--- config.mk ---
export PLATFORM = sky130hd
export DESIGN_NAME = uart_alu_master
export DESIGN_NICKNAME = d
export VERILOG_FILES = /design/src/rtl/uart_alu_master.sv
export SDC_FILE = /design/constraint.sdc
export NUM_CORES = 1
export LEC_CHECK = 0
export ABC_AREA = 1
export CAP_MARGIN = 15
export CORE_MARGIN = 5
export CORE_UTILIZATION = 30
export CTS_CLUSTER_SIZE = 10
export DETAILED_ROUTE_END_ITERATION = 8
export HOLD_SLACK_MARGIN = 0.1
export PLACE_DENSITY = 0.61
export SLEW_MARGIN = 30
export SYNTH_ARGS = -nofsm -noshare
export SYNTH_HDL_FRONTEND = slang
export SYNTH_SLANG_ARGS = --single-unit
--- constraint.sdc ---
create_clock -name clk -period 1.85 [get_ports clk]
set_clock_uncertainty 0.05 [all_clocks]
set_input_delay 0.4625 -clock clk [delete_from_list [all_inputs] [get_ports clk]]
set_output_delay 0.4625 -clock clk [all_outputs]
set_load 0.02 [all_outputs]
--- src/rtl/uart_alu_master.sv ---
// Sends operand A, operand B and an opcode byte to a UART TX FIFO, then waits
// for one result byte on the RX FIFO, with a bounded wait that aborts on timeout.
module uart_alu_master #(
  parameter int BUS_SIZE = 8,
  parameter int TIMEOUT  = 1000
) (
  input  logic                clk,
  input  logic                reset,
  input  logic                i_start,
  input  logic [BUS_SIZE-1:0] i_opA,
  input  logic [BUS_SIZE-1:0] i_opB,
  input  logic [BUS_SIZE-3:0] i_opCode,
  input  logic                tx_full_signal,
  output logic                wr_signal,
  output logic [BUS_SIZE-1:0] o_wdata,
  input  logic                rx_empty_signal,
  input  logic [BUS_SIZE-1:0] i_rdata,
  output logic                rd_signal,
  output logic [BUS_SIZE-1:0] o_result,
  output logic                o_busy,
  output logic                o_done_tick,
  output logic                o_timeout
);

  localparam int                CntW    = $clog2(TIMEOUT);
  localparam logic [CntW-1:0]   CntLast = CntW'(TIMEOUT - 1);

  localparam logic [2:0] StIdle    = 3'd0;
  localparam logic [2:0] StSendA   = 3'd1;
  localparam logic [2:0] StSendB   = 3'd2;
  localparam logic [2:0] StSendOp  = 3'd3;
  localparam logic [2:0] StWaitRes = 3'd4;
  localparam logic [2:0] StDone    = 3'd5;

  logic [2:0]          state_q, state_d;
  logic [BUS_SIZE-1:0] op_a_q, op_a_d;
  logic [BUS_SIZE-1:0] op_b_q, op_b_d;
  logic [BUS_SIZE-3:0] op_code_q, op_code_d;
  logic [CntW-1:0]     cnt_q, cnt_d;
  logic [BUS_SIZE-1:0] result_q, result_d;
  logic                timeout_q, timeout_d;
  logic                done_q, done_d;

  always_comb begin
    state_d   = state_q;
    op_a_d    = op_a_q;
    op_b_d    = op_b_q;
    op_code_d = op_code_q;
    cnt_d     = cnt_q;
    result_d  = result_q;
    timeout_d = timeout_q;
    done_d    = 1'b0;
    wr_signal = 1'b0;
    rd_signal = 1'b0;
    o_wdata   = '0;

    case (state_q)
      StIdle: begin
        if (i_start) begin
          op_a_d    = i_opA;
          op_b_d    = i_opB;
          op_code_d = i_opCode;
          timeout_d = 1'b0;
          state_d   = StSendA;
        end
      end
      StSendA: begin
        o_wdata   = op_a_q;
        wr_signal = ~tx_full_signal;
        if (wr_signal) state_d = StSendB;
      end
      StSendB: begin
        o_wdata   = op_b_q;
        wr_signal = ~tx_full_signal;
        if (wr_signal) state_d = StSendOp;
      end
      StSendOp: begin
        o_wdata   = {2'b00, op_code_q};
        wr_signal = ~tx_full_signal;
        if (wr_signal) begin
          cnt_d   = '0;
          state_d = StWaitRes;
        end
      end
      StWaitRes: begin
        rd_signal = ~rx_empty_signal;
        // Data on the last allowed cycle still wins over the timeout.
        if (rd_signal) begin
          result_d = i_rdata;
          done_d   = 1'b1;
          state_d  = StDone;
        end else if (cnt_q == CntLast) begin
          timeout_d = 1'b1;
          done_d    = 1'b1;
          state_d   = StIdle;
        end else begin
          cnt_d = cnt_q + 1'b1;
        end
      end
      StDone: begin
        state_d = StIdle;
      end
      default: begin
        state_d = StIdle;
      end
    endcase
  end

  always_ff @(posedge clk or posedge reset) begin
    if (reset) begin
      state_q   <= StIdle;
      op_a_q    <= '0;
      op_b_q    <= '0;
      op_code_q <= '0;
      cnt_q     <= '0;
      result_q  <= '0;
      timeout_q <= 1'b0;
      done_q    <= 1'b0;
    end else begin
      state_q   <= state_d;
      op_a_q    <= op_a_d;
      op_b_q    <= op_b_d;
      op_code_q <= op_code_d;
      cnt_q     <= cnt_d;
      result_q  <= result_d;
      timeout_q <= timeout_d;
      done_q    <= done_d;
    end
  end

  // The done pulse is registered: it lands in DONE on success, or in the first
  // IDLE cycle after a timeout, together with o_timeout.
  assign o_done_tick = done_q;
  assign o_result    = result_q;
  assign o_timeout   = timeout_q;
  assign o_busy      = (state_q != StIdle);

endmodule

==> impl_results.md <==
* Total Die Area at 9360 µm²
* Largest family of logic cells by synthesized area: simple AND/OR/NAND/NOR gates
* Critical path peak fanout at 6
* Nets at 389
* Initial core utilization at 31.0%
* Compound-cell area share of the yosys netlist at 7.54%
* Total grt overflow at 0
* Clk slew on worst S/H paths at 0.09 ns
* Crit end category: output port
* Mapped Cells at 268
* Final instance area at 3330 µm²
* DRC violations left at 0
* Num rows at 31
* Layout cell share with drive strength beyond 1 at 26.0%
* Sequential fraction of the synthesis area at 49.9%
* Syn_area_per_cell at 8.42 µm²
* Maximum vdd drop at 0.000912 V
* Largest net degree at the start of global routing at 46
* Synthesized Nets at 304
* GRT Overall Usage at 12.0%
* Commonest non-fill, non-tap cell in the layout: nand2_1
* Failing checks: negative setup slack
* Setup WS post-layout at -0.125 ns
* Synth Area in Adders at 0.554%
* Slew HR at 83.4%
* Post-Synth Simple-Gate Area at 27.9%
* Core Region at 7290 µm²
* Core Util, Final at 45.7%
* CTS tree: built
* Hpwl dp at 3980 µm
* Hold WC Path Type: reg -> reg
* Max-cap check violation count at 0
* Worst r2r path cells at 6
* RSZ-0062 raised after global routing: yes
* Routability congestion estimate at 0.773
* Inserted Diodes at 0
* Final Setup Violations at 10
* Placed inst area at 3090 µm²
* Fin crit share at 107%
* Vias at 2027
* Routed wire per std cell at 12.3 µm
* R2r setup slk at 0.16 ns
* Min Hold Slack at 0.436 ns
* Final Hold Fails at 0
* Worst-margin pin slew at 0.249 ns
* Final Power at 5.10 mW
* Global-route wire length before repair at 9430 µm
* Vias per cell at 4.47
* Post-DRT Antenna Nets at 0
* Max-slew violations at 0
* DR pass1 iterations at 4
* Crit path arrival time at 1.46 ns
* Initial antenna violation count at 0
* Setup TNS at -0.944 ns
* Final Routed Wirelength at 5560 µm
* Post-synthesis xor/xnor area fraction at 0.388%
* Critical Path RT at 1.34 ns
* Crit Path Class: reg -> out
* Mapped cell area at 2260 µm²
* Minimum clock period at 1.98 ns
* Cell variety after synth at 31
* Mux cell area share after synthesis at 7.48%
* H-Tree Level Count at 2
* Status: complete, but fails checks
* Chip height at 96.7 µm
* Vias in the first global route at 2073
* Leakage at 1.61 nW
* Commonest non-fill, non-tap cells in the layout: nand2_1, clkdlybuf4s50_1, dfrtp_1
* Synth warn at 0
* Number of port buffers at 55
* Die Wd at 96.7 µm
* Number of synthesized register bits at 45
* Clk Latency, worst-skew pair at 0.30 ns
* DR iter-0 viols at 88
* Clock Tree Root: clkbuf_8
* Clk sinks at 45
* TritonCTS Buffers at 5
* Pwr dens at 1530 nW/µm²
* Hold path depth at 2
* Layout area overhead at 47.6%
* I/O pin count at 56
* Fmax at 506 MHz
* Startpoint Class: register
* Maximum clock insertion buffer count at 2
worst max-delay path: stages, from the launching register on:
cell      delay, ns
dfrtp_2        0.47
buf_6          0.14
inv_6          0.05
nand3_4        0.11
o211ai_1       0.20
buf_4          0.17
worst paths after layout:
check,startpoint,end
max,state_q[2]$_DFFE_PP0P_,o_wdata[3]
min,o_result[5]$_DFFE_PP0P_,o_result[5]$_DFFE_PP0P_
max reg2reg,state_q[1]$_DFFE_PP0P_,op_a_q[2]$_DFFE_PP0P_
min reg2reg,o_result[5]$_DFFE_PP0P_,o_result[5]$_DFFE_PP0P_
max in group asynchronous,reset,state_q[0]$_DFFE_PP0P_
min in group asynchronous,reset,cnt_q[4]$_DFFE_PP0P_
where the power goes:
group	leakage [nW]	internal [mW]	switching (mW)
registers	0.557	1.37	0.230
clock network	0.0439	0.261	0.348
logic	1.01	1.43	1.46
cell usage after synthesis, drive strengths merged:
cell | instances | area [µm²]
a21oi | 12 | 71.3
a22o | 1 | 8.76
a31oi | 1 | 6.26
a32o | 1 | 10.0
buf | 6 | 35.0
clkinv | 1 | 3.75
dfrtp | 45 | 1130
ha | 1 | 12.5
inv | 27 | 101
mux2 | 15 | 169
nand2 | 101 | 394
nand3 | 11 | 67.6
nand3b | 1 | 7.51
nand4 | 2 | 12.5
nor2 | 29 | 124
nor3 | 4 | 25.0
o211ai | 2 | 15.0
o21ai | 3 | 26.3
o21bai | 2 | 15.0
o221ai | 2 | 17.5
xor2 | 1 | 8.76
stage by stage:
stage | setup slack (ns) | cells
6_report | -0.125 | 453
2_1_floorplan | 0.152 | 268
3_5_place_dp | -0.384 | 438
3_3_place_gp | -0.381 | 438
4_1_cts | -0.131 | 450
5_1_grt | -0.207 | 453
per-layer routing:
metal | wire [µm] | vias up | track usage [%] | share of wire [%]
li1 | - | 1020 | - | -
met1 | 2520 | 953 | 14.5 | 45
met2 | 2650 | 47 | 20.3 | 48
met3 | 318 | 7 | 3.96 | 5.7
met4 | 76 | 0 | 3.67 | 1.4
met5 | 0 | - | 0 | 0
registers in the layout (all words and copies together) (netlist names):
name,count
cnt_q,10
op_b_q,8
op_a_q,8
op_code_q,6
state_q,3
o_timeout,1
o_done_tick,1
o_result,8
layout make-up:
cell class / count / area [µm²]
inverters: 28 / 114
clock buffers: 5 / 68.8
fillers: 729 / 3960
multi-input cells: 189 / 1050
well taps: 99 / 124
repair buffers: 84 / 823
clock inverters: 3 / 17.5
flip-flops and latches: 45 / 1130
timing repair:
action,CTS,global route
pin swaps,7,8
setup endpoints to repair,11,17
buffers inserted,3,4
gates resized for setup,81,14
hold buffers,0,0
cloned,1,0
kinds of logic after synthesis:
kind of cell,count (synthesis)
xor gates and xnor gates,1
DFF,45
and+or+nand+nor,148
muxes,15
AOI/OAI and AO/OA,24
buffers and inverters,34
adders and majority gates,1
Power figures use the tool's default switching activity.
